$ cat config.mk
export PLATFORM = sky130hd
export DESIGN_NAME = l2_rr_request_arbiter
export DESIGN_NICKNAME = d
export VERILOG_FILES = /design/src/rtl/l2_rr_request_arbiter_pkg.sv /design/src/rtl/l2_rr_request_arbiter_rr_priority_picker.sv /design/src/rtl/l2_rr_request_arbiter.sv
export SDC_FILE = /design/constraint.sdc
export NUM_CORES = 1
export LEC_CHECK = 0
export ABC_AREA = 1
export CAP_MARGIN = 0
export CORE_AREA = 3 3 116 118
export CTS_BUF_LIST = sky130_fd_sc_hd__clkbuf_2 sky130_fd_sc_hd__clkbuf_4 sky130_fd_sc_hd__clkbuf_8
export CTS_CLUSTER_SIZE = 14
export DETAILED_ROUTE_END_ITERATION = 16
export DIE_AREA = 0 0 119 121
export GPL_TIMING_DRIVEN = 0
export PLACE_DENSITY = 0.7
export SLEW_MARGIN = 10
export SYNTH_ARGS = -nofsm -noshare
export SYNTH_HDL_FRONTEND = slang
export SYNTH_SLANG_ARGS = --single-unit
$ cat constraint.sdc
create_clock -name clk -period 3 [get_ports clk]
set_input_delay 0.6 -clock clk [delete_from_list [all_inputs] [get_ports clk]]
set_output_delay 0.6 -clock clk [all_outputs]
set_load 0.02 [all_outputs]
$ cat src/rtl/l2_rr_request_arbiter_pkg.sv
// Shared types and constants for the L2 round-robin request arbiter.
package l2_rr_request_arbiter_pkg;

  localparam int L2_NUM_PORTS = 2;
  localparam int L2_ID_W      = $clog2(L2_NUM_PORTS);
  localparam int L2_ADDR_W    = 30;
  localparam int L2_BURST_W   = 5;

  typedef enum logic {
    ARB  = 1'b0,
    HOLD = 1'b1
  } l2_arb_state_e;

  // Sized for the widest configuration; narrower ports are zero-extended.
  typedef struct packed {
    logic [L2_ADDR_W-1:0]  addr;
    logic                  rnw;
    logic [3:0]            be;
    logic                  is_amo;
    logic [L2_BURST_W-1:0] amo_type_or_burst_size;
  } l2_port_req_t;

  function automatic int unsigned l2_next_ptr(input int unsigned cur, input int unsigned n);
    return (cur >= n - 1) ? 0 : cur + 1;
  endfunction

endpackage

$ cat src/rtl/l2_rr_request_arbiter_rr_priority_picker.sv
// Combinational round-robin picker: first set request at or after ptr, modulo N.
module rr_priority_picker #(
  parameter int N     = 2,
  parameter int IDX_W = 1
) (
  input  logic [N-1:0]     req,
  input  logic [IDX_W-1:0] ptr,
  output logic [N-1:0]     gnt,
  output logic [IDX_W-1:0] idx,
  output logic             any
);

  always_comb begin
    gnt = '0;
    idx = '0;
    any = 1'b0;
    for (int k = 0; k < N; k++) begin
      for (int j = 0; j < N; j++) begin
        if (!any && req[j] && (j == ((int'(ptr) + k) % N))) begin
          gnt[j] = 1'b1;
          idx    = IDX_W'(j);
          any    = 1'b1;
        end
      end
    end
  end

endmodule

$ cat src/rtl/l2_rr_request_arbiter.sv
// Round-robin arbiter merging per-core L2 requests into one downstream stream,
// with write-data ownership tracking and read-return routing by ID.
module l2_rr_request_arbiter
  import l2_rr_request_arbiter_pkg::*;
#(
  parameter int NUM_PORTS = L2_NUM_PORTS,
  parameter int ADDR_W    = L2_ADDR_W,
  parameter int BURST_W   = L2_BURST_W,
  parameter int ID_W      = $clog2(NUM_PORTS)
) (
  input  logic                              clk,
  input  logic                              rst,
  input  logic [NUM_PORTS-1:0]              p_request_valid,
  input  logic [NUM_PORTS-1:0][ADDR_W-1:0]  p_addr,
  input  logic [NUM_PORTS-1:0]              p_rnw,
  input  logic [NUM_PORTS-1:0]              p_is_amo,
  input  logic [NUM_PORTS-1:0][3:0]         p_be,
  input  logic [NUM_PORTS-1:0][BURST_W-1:0] p_amo_type_or_burst_size,
  output logic [NUM_PORTS-1:0]              p_request_pop,
  input  logic [NUM_PORTS-1:0][31:0]        p_wr_data,
  input  logic [NUM_PORTS-1:0]              p_wr_data_valid,
  output logic [NUM_PORTS-1:0]              p_wr_data_read,
  output logic [31:0]                       p_rd_data,
  output logic [NUM_PORTS-1:0]              p_rd_data_valid,
  output logic                              request_valid,
  output logic [ADDR_W-1:0]                 addr,
  output logic                              rnw,
  output logic [3:0]                        be,
  output logic                              is_amo,
  output logic [BURST_W-1:0]                amo_type_or_burst_size,
  output logic [ID_W-1:0]                   id,
  input  logic                              request_pop,
  output logic [31:0]                       wr_data,
  output logic                              wr_data_valid,
  input  logic                              wr_data_read,
  input  logic [31:0]                       rd_data,
  input  logic [ID_W-1:0]                   rd_id,
  input  logic                              rd_data_valid
);

  l2_arb_state_e        state_q, state_d;
  logic [ID_W-1:0]      rr_ptr_q, rr_ptr_d;
  logic [ID_W-1:0]      owner_q, owner_d;
  logic [ID_W-1:0]      wr_owner_q, wr_owner_d;
  logic                 wr_busy_q, wr_busy_d;
  logic [5:0]           beats_left_q, beats_left_d;
  l2_port_req_t         req_q, pick_req;
  logic [NUM_PORTS-1:0] elig, pick_gnt;
  logic [ID_W-1:0]      pick_idx;
  logic                 pick_any;
  logic                 capture;
  logic                 pop_hold;

  // Writes and AMOs need the single write-data channel, so they wait for it.
  always_comb begin
    for (int i = 0; i < NUM_PORTS; i++) begin
      elig[i] = p_request_valid[i] & ((p_rnw[i] & ~p_is_amo[i]) | ~wr_busy_q);
    end
  end

  rr_priority_picker #(
    .N     (NUM_PORTS),
    .IDX_W (ID_W)
  ) u_picker (
    .req (elig),
    .ptr (rr_ptr_q),
    .gnt (pick_gnt),
    .idx (pick_idx),
    .any (pick_any)
  );

  always_comb begin
    pick_req = '0;
    for (int i = 0; i < NUM_PORTS; i++) begin
      if (pick_gnt[i]) begin
        pick_req.addr                   = L2_ADDR_W'(p_addr[i]);
        pick_req.rnw                    = p_rnw[i];
        pick_req.be                     = p_be[i];
        pick_req.is_amo                 = p_is_amo[i];
        pick_req.amo_type_or_burst_size = L2_BURST_W'(p_amo_type_or_burst_size[i]);
      end
    end
  end

  assign capture  = (state_q == ARB) && pick_any;
  assign pop_hold = (state_q == HOLD) && request_pop;

  // State register
  always_ff @(posedge clk) begin
    if (rst) begin
      state_q      <= ARB;
      rr_ptr_q     <= '0;
      owner_q      <= '0;
      wr_owner_q   <= '0;
      wr_busy_q    <= 1'b0;
      beats_left_q <= '0;
    end else begin
      state_q      <= state_d;
      rr_ptr_q     <= rr_ptr_d;
      owner_q      <= owner_d;
      wr_owner_q   <= wr_owner_d;
      wr_busy_q    <= wr_busy_d;
      beats_left_q <= beats_left_d;
    end
  end

  always_ff @(posedge clk) begin
    if (capture) req_q <= pick_req;
  end

  // Next-state logic
  always_comb begin
    state_d = state_q;
    unique case (state_q)
      ARB:  if (pick_any) state_d = HOLD;
      HOLD: if (request_pop) state_d = ARB;
      default: state_d = ARB;
    endcase
  end

  always_comb begin
    owner_d  = owner_q;
    rr_ptr_d = rr_ptr_q;
    if (capture)  owner_d  = pick_idx;
    if (pop_hold) rr_ptr_d = ID_W'(l2_next_ptr(int'(owner_q), NUM_PORTS));
  end

  // Capture only happens with wr_busy_q clear for writes, so it never races a decrement.
  always_comb begin
    wr_owner_d   = wr_owner_q;
    wr_busy_d    = wr_busy_q;
    beats_left_d = beats_left_q;
    if (capture && (!pick_req.rnw || pick_req.is_amo)) begin
      wr_owner_d   = pick_idx;
      wr_busy_d    = 1'b1;
      beats_left_d = pick_req.is_amo ? 6'd1 : (6'(pick_req.amo_type_or_burst_size) + 6'd1);
    end else if (wr_busy_q && wr_data_read) begin
      beats_left_d = beats_left_q - 6'd1;
      if (beats_left_q == 6'd1) wr_busy_d = 1'b0;
    end
  end

  // Output logic
  always_comb begin
    request_valid          = (state_q == HOLD);
    addr                   = ADDR_W'(req_q.addr);
    rnw                    = req_q.rnw;
    be                     = req_q.be;
    is_amo                 = req_q.is_amo;
    amo_type_or_burst_size = BURST_W'(req_q.amo_type_or_burst_size);
    id                     = owner_q;
    p_request_pop          = '0;
    wr_data                = '0;
    wr_data_valid          = 1'b0;
    p_wr_data_read         = '0;
    p_rd_data              = rd_data;
    p_rd_data_valid        = '0;
    for (int i = 0; i < NUM_PORTS; i++) begin
      if (pop_hold && (owner_q == ID_W'(i))) p_request_pop[i] = 1'b1;
      if (wr_busy_q && (wr_owner_q == ID_W'(i))) begin
        wr_data           = p_wr_data[i];
        wr_data_valid     = p_wr_data_valid[i];
        p_wr_data_read[i] = wr_data_read;
      end
      if (rd_data_valid && (int'(rd_id) == i)) p_rd_data_valid[i] = 1'b1;
    end
  end

endmodule

; Yosys cells after proc, flatten, opt, wreduce, memory -nomap -nowiden
; Index checks and enable logic that the tools add are counted.
[totals]
reg_bits = 52
inputBits = 188
wordCells = 90
[op_classes]
n_addsub = 4
order_cmp = 1
eq_ne = 2
n_mux = 31
n_bitwise = 14
n_reduce_logical = 27
[op_table]
columns = cell, n
row1 = $mux 41, 2
row2 = $logic_not 32->1, 2
row3 = $mux 32, 2
row4 = $mux 1, 23
row5 = $mux 6, 3
row6 = $logic_and 1x1->1, 17
row7 = $not 1->1, 7
row8 = $add 5x1->6 const B, 1
row9 = $eq 6x1->1 const B, 1
row10 = $sub 6x1->6 const B, 1
row11 = $and 1x1->1, 4
row12 = $logic_not 1->1, 4
row13 = $reduce_bool 2->1, 2
row14 = $add 1x1->1 const B, 2
row15 = $eq 2x2->1 const A, 1
row16 = $or 1x1->1, 2
row17 = $pmux 1 s2, 1
row18 = $reduce_and 2->1, 1
row19 = $and 1x1->1 const A, 1
row20 = $ge 1x1->1 const B, 1
row21 = $logic_or 1x1->1, 1

; Logic depth before layout (Yosys ltp)
[depth]
ltp_word = 24
depth_mapped = 13
depth_no_buf = 13

; Cells and area by module
; Synthesis repeated with hierarchy kept, for this count alone.
[hier_totals]
hier_cells = 459
hier_area_um2 = 3454.6
[modules_own_cells]
columns = mod, instances, cells_each, area_per_inst_um2, seq_area_each_um2
row1 = l2_rr_request_arbiter, 1, 452, 3424.5, 1451.4
row2 = rr_priority_picker, 1, 7, 30.0, 0.0

; Least setup slack after synthesis
; Ideal clock, no wire load.
[synth_path]
kind = input -> register
from = input p_is_amo[1]
to = register beats_left_q[1]
t_arrival_ns = 2.368
required_time_ns = 2.936
path_slack_ns = 0.568
cell_stages = 11
n_path_buf = 0
path_cell_list = inv_1 > nand2_1 > a21oi_4 > inv_2 > a21oi_4 > nand3_2 > inv_2 > nand2_1 > nand2_1 > inv_1 > nor2_1
[synth_between]
elab_cells_between_ends = 28
[synth_lines]
columns = item, line_no
row1 = start: declaration, l2_rr_request_arbiter.sv:16  ; input logic [NUM_PORTS-1:0] p_is_amo,
row2 = $not 1->1 (*), l2_rr_request_arbiter.sv:57  ; elig[i] = p_request_valid[i] & ((p_rnw[i] & ~p_is_amo[i]) | ~wr_busy_q);
row3 = $and 1x1->1 (*), l2_rr_request_arbiter.sv:57
row4 = $or 1x1->1 (*), l2_rr_request_arbiter.sv:57
row5 = $and 1x1->1 (*), l2_rr_request_arbiter.sv:57
row6 = $logic_and 1x1->1 (2 in a row), l2_rr_request_arbiter_rr_priority_picker.sv:19  ; if (!any && req[j] && (j == ((int'(ptr) + k) % N))) begin
row7 = $mux 1, l2_rr_request_arbiter_rr_priority_picker.sv:19
row8 = $logic_not 1->1, l2_rr_request_arbiter_rr_priority_picker.sv:19
row9 = $logic_and 1x1->1 (2 in a row), l2_rr_request_arbiter_rr_priority_picker.sv:19
row10 = $mux 1, l2_rr_request_arbiter_rr_priority_picker.sv:19
row11 = $logic_not 1->1, l2_rr_request_arbiter_rr_priority_picker.sv:19
row12 = $logic_and 1x1->1 (2 in a row), l2_rr_request_arbiter_rr_priority_picker.sv:19
row13 = $mux 1 (*), l2_rr_request_arbiter_rr_priority_picker.sv:19
row14 = $logic_and 1x1->1 (*), l2_rr_request_arbiter.sv:85  ; assign capture = (state_q == ARB) && pick_any;
row15 = via capture, l2_rr_request_arbiter.sv:51  ; logic capture;
row16 = $logic_and 1x1->1 (*), l2_rr_request_arbiter.sv:133  ; if (capture && (!pick_req.rnw || pick_req.is_amo)) begin
row17 = $mux 6 or $reduce_bool 2->1 (tied branches), -
row18 = end signal: assignment, l2_rr_request_arbiter.sv:103  ; beats_left_q <= beats_left_d;
row19 = end: declaration, l2_rr_request_arbiter.sv:46  ; logic [5:0] beats_left_q, beats_left_d;
; Mark *: on every way through the listed nets, which the timed path passes. The rest lies on a longest branch.
; A chain may end at the register's enable or synchronous reset.

; Worst setup path in the final report
[layout_path]
from = input wr_data_read
to = output p_wr_data_read[0]
[layout_between]
elab_chain_cells = 1
[layout_rtl]
columns = item, line_no
row1 = start: declaration, l2_rr_request_arbiter.sv:35  ; input logic wr_data_read,
row2 = $mux 1, l2_rr_request_arbiter.sv:160  ; if (wr_busy_q && (wr_owner_q == ID_W'(i))) begin
row3 = end: declaration, l2_rr_request_arbiter.sv:22  ; output logic [NUM_PORTS-1:0] p_wr_data_read,
; Every way passes these cells.

==> run summary <==
Finished Core Util: 50.8%
ys async rst share: 0%
Critical Path Fanout Max: 10
Mapped Nets: 569
antenna violations before repair: 0
reg-to-reg endpoint: wr_owner_q
Power, Total: 2850 uW
max-slew violations: 0
Total Routing Usage GR: 18.6%
Max Cap Viol: 0
CP Data Required Time: 2.40 ns
outcome: finished clean
WHS: 0.522 ns
WL met1: 4950 microns
slowest CP cell: clkdlybuf4s50_1
Worst-Skew Late Latency: 0.31 ns
post-synth cell types: 32
Sw Ratio: 34.1%
Worst EP arrival: 2.25 ns
Reg clk slew, reported paths: 0.09 ns
placed cell areas: 6280 sq um
core area: 12,600 sq um
final wirelength: 13,900 microns
Worst setup EP type: output port
largest area contributor in the netlist: edfxtp_1
type of the worst min-delay path: reg2reg
Mapped Area: 3310 sq um
Syn. warnings: 0
Period minus WS final: 2.85 ns
GRT overflow: 0
Final Instance Area: 6380 sq um
Rows: 41
H-tree Lvls: 2
TritonCTS Buffers: 5
WHS Path Cells: 2
number of nets with antenna violations after routing: 0
R2R cell count: 9
final period utilization: 95.0%
Via Count: 3,868
DRC violations left: 0
Placer Congestion: 0.812
most frequent CP cell: clkdlybuf4s50_1
number of port buffers: 269
worst flop-to-flop path startpoint: wr_busy_q
Setup crit start: wr_data_read
Iter 0 DRT Violations: 110
Worst path max stage delay: 0.62 ns
num ports: 302
Post-synth EDFFs: 41
Worst-Margin Slew: 0.505 ns
crit path cell chain: clkdlybuf4s50_1, nand2_1, clkbuf_1, nor2_1, clkdlybuf4s50_1
Synth-to-Final Area Change: 92.7%
clock sink count: 52
synthesized area per cell: 8.77 sq um
CTS root buf: clkbuf_8
ANT cells: 0
Psw: 974 uW
Buf+Inv Stages, Crit Path: 3
DR pass1 iterations: 4
peak supply drop: 0.000182 V
Main synth FF type: edfxtp_1
final setup fails: 0
CTS tree: built
fmax: 0.351 GHz
Comb pwr share: 48.8%
Startpoint Class: primary input
global-route wire length before repair: 21,400 microns
cell depth of the worst setup path: 5
vias in the first global route: 3,971
Chip Height: 121 microns
Int Pwr: 1880 uW
Setup CP Type: in2out
Slew Limit Headroom: 66.4%
pin count of the biggest net entering global routing: 22
nets: 845
Post-CTS Hold Buffers: 0
PwrDens: 447 nW/um^2
Hold Fails Final Rpt: 0
Worst Setup EP: p_wr_data_read[0]
Post-DP HPWL: 12,100 microns
metal3 WL: 1130 microns
share of cells above drive strength 1: 9.77%
leak pwr: 0.00254 uW
cell class contributing the biggest share of worst-path delay: buffers and inverters
Cells after Synth: 378
Routed WL per cell: 16.8 microns
Yosys top cell area share: 37.2%
clock power share: 17.3%
met2 wire length: 7580 microns
Initial Util: 26.4%
#FFs+latches synth: 52
Die X: 119 microns
RSZ-0062 raised after global routing: false
postcts setup bufs: 0
max layer used: met4
vias per cell: 4.68
clock tree buffer depth: 2
Setup Skew: 0.00792 ns
r2r setup slk: 0.95 ns
die area: 14,400 sq um
Seq pwr share: 34.0%
register area share after synthesis: 43.8%
synth top area cells: edfxtp_1, nand3_1, a32o_1
==> power groups by stage <==
stage	Combinational (uW)	Clock (uW)	Sequential [uW]
2_1_floorplan	572	0	1100
3_3_place_gp	1360	0	980
3_5_place_dp	1410	0	981
4_1_cts	1410	511	965
5_1_grt	1490	541	981
6_report	1390	493	969
==> cells in the mapped netlist (2+ instances only) <==
library cell,count
nand3_2,2
o21ai_1,4
ha_1,3
nand4_1,4
o21ai_0,6
a32o_1,34
a21oi_4,2
clkinv_1,2
xor2_1,3
nand3_1,88
nand2_1,61
dfxtp_1,11
buf_4,33
nand2_2,3
a21oi_2,3
nor3_1,2
buf_6,2
a21oi_1,3
edfxtp_1,41
inv_1,22
inv_2,3
clkbuf_1,23
nor2_1,14
==> worst reg2reg max path, stage by stage, from the launching register on <==
cell	delay (ns)
dfxtp_1	0.32
buf_6	0.17
a21oi_4	0.29
inv_2	0.08
a21oi_4	0.44
buf_16	0.22
nand2_4	0.08
buf_6	0.14
o21ai_1	0.13
a21oi_1	0.05
==> layout by cell type, fill, tap and decap left out, drive strengths merged, types with 3 or more instances in the layout <==
cell type	count
dfxtp	11
xor2	3
clkdlybuf4s50	269
clkbuf	28
buf	39
nor2	14
nand4	4
nand2	65
ha	3
nand3	90
edfxtp	41
a32o	34
a21oi	8
o21ai	10
inv	25
==> cell families (layout without fill, tap and decap cells) <==
| group | after synthesis | count (layout) | share of synthesized area (%) |
|---|---|---|---|
| AO/OA/AOI/OAI | 55 | 55 | 15.0 |
| XOR/XNOR | 4 | 4 | 1.06 |
| adder cells (fa/ha/maj) | 3 | 3 | 1.13 |
| buffers and inverters | 87 | 364 | 14.1 |
| flip-flops | 52 | 52 | 43.8 |
| AND/OR/NAND/NOR | 177 | 177 | 24.9 |
==> cell type report <==
class | count | area [sq um]
sequential | 52 | 1450
buffer | 58 | 358
inverter | 27 | 103
timing repair buffer | 271 | 2750
clock buffer | 7 | 83.8
tap | 172 | 215
multi-input combinational | 239 | 1400
fill | 1154 | 6180
clock inverter | 1 | 30.0
==> repair_timing <==
| item | CTS | global route |
|---|---|---|
| setup endpoints to repair | 27 | 29 |
| gates resized for setup | 1 | 0 |
| cloned | 0 | 0 |
==> stage by stage <==
step | worst slack [ns] | cells | setup TNS [ns]
after floorplan | 0.568 | 378 | 0
after global placement | -0.374 | 819 | -7.85
after detailed placement | 0.153 | 821 | 0
after CTS | 0.0227 | 828 | 0
after global routing | 0.0164 | 827 | 0
final | 0.151 | 827 | 0
==> metal layers <==
| layer | global-route usage, % | vias up |
|---|---|---|
| li1 | - | 1874 |
| met1 | 19.3 | 1768 |
| met2 | 36.7 | 209 |
| met3 | 4.85 | 17 |
| met4 | 4.56 | 0 |
| met5 | 0 | - |
==> state kept, by name (all words and copies together) (netlist names) <==
signal,cells
addr,30
beats_left_q,6
amo_type_or_burst_size,5
be,4
id,1
is_amo,1
request_valid,1
rnw,1
rr_ptr_q,1
wr_busy_q,1
wr_owner_q,1
==> worst min-delay path by stage <==
stage          slack, ns     start       end
6_report            0.52  rr_ptr_q  rr_ptr_q
3_3_place_gp        0.51  rr_ptr_q  rr_ptr_q
5_1_grt             0.54  rr_ptr_q  rr_ptr_q
3_5_place_dp        0.51  rr_ptr_q  rr_ptr_q
4_1_cts             0.53  rr_ptr_q  rr_ptr_q
2_1_floorplan       0.47  rr_ptr_q  rr_ptr_q
(Power assumes the default switching activity.)
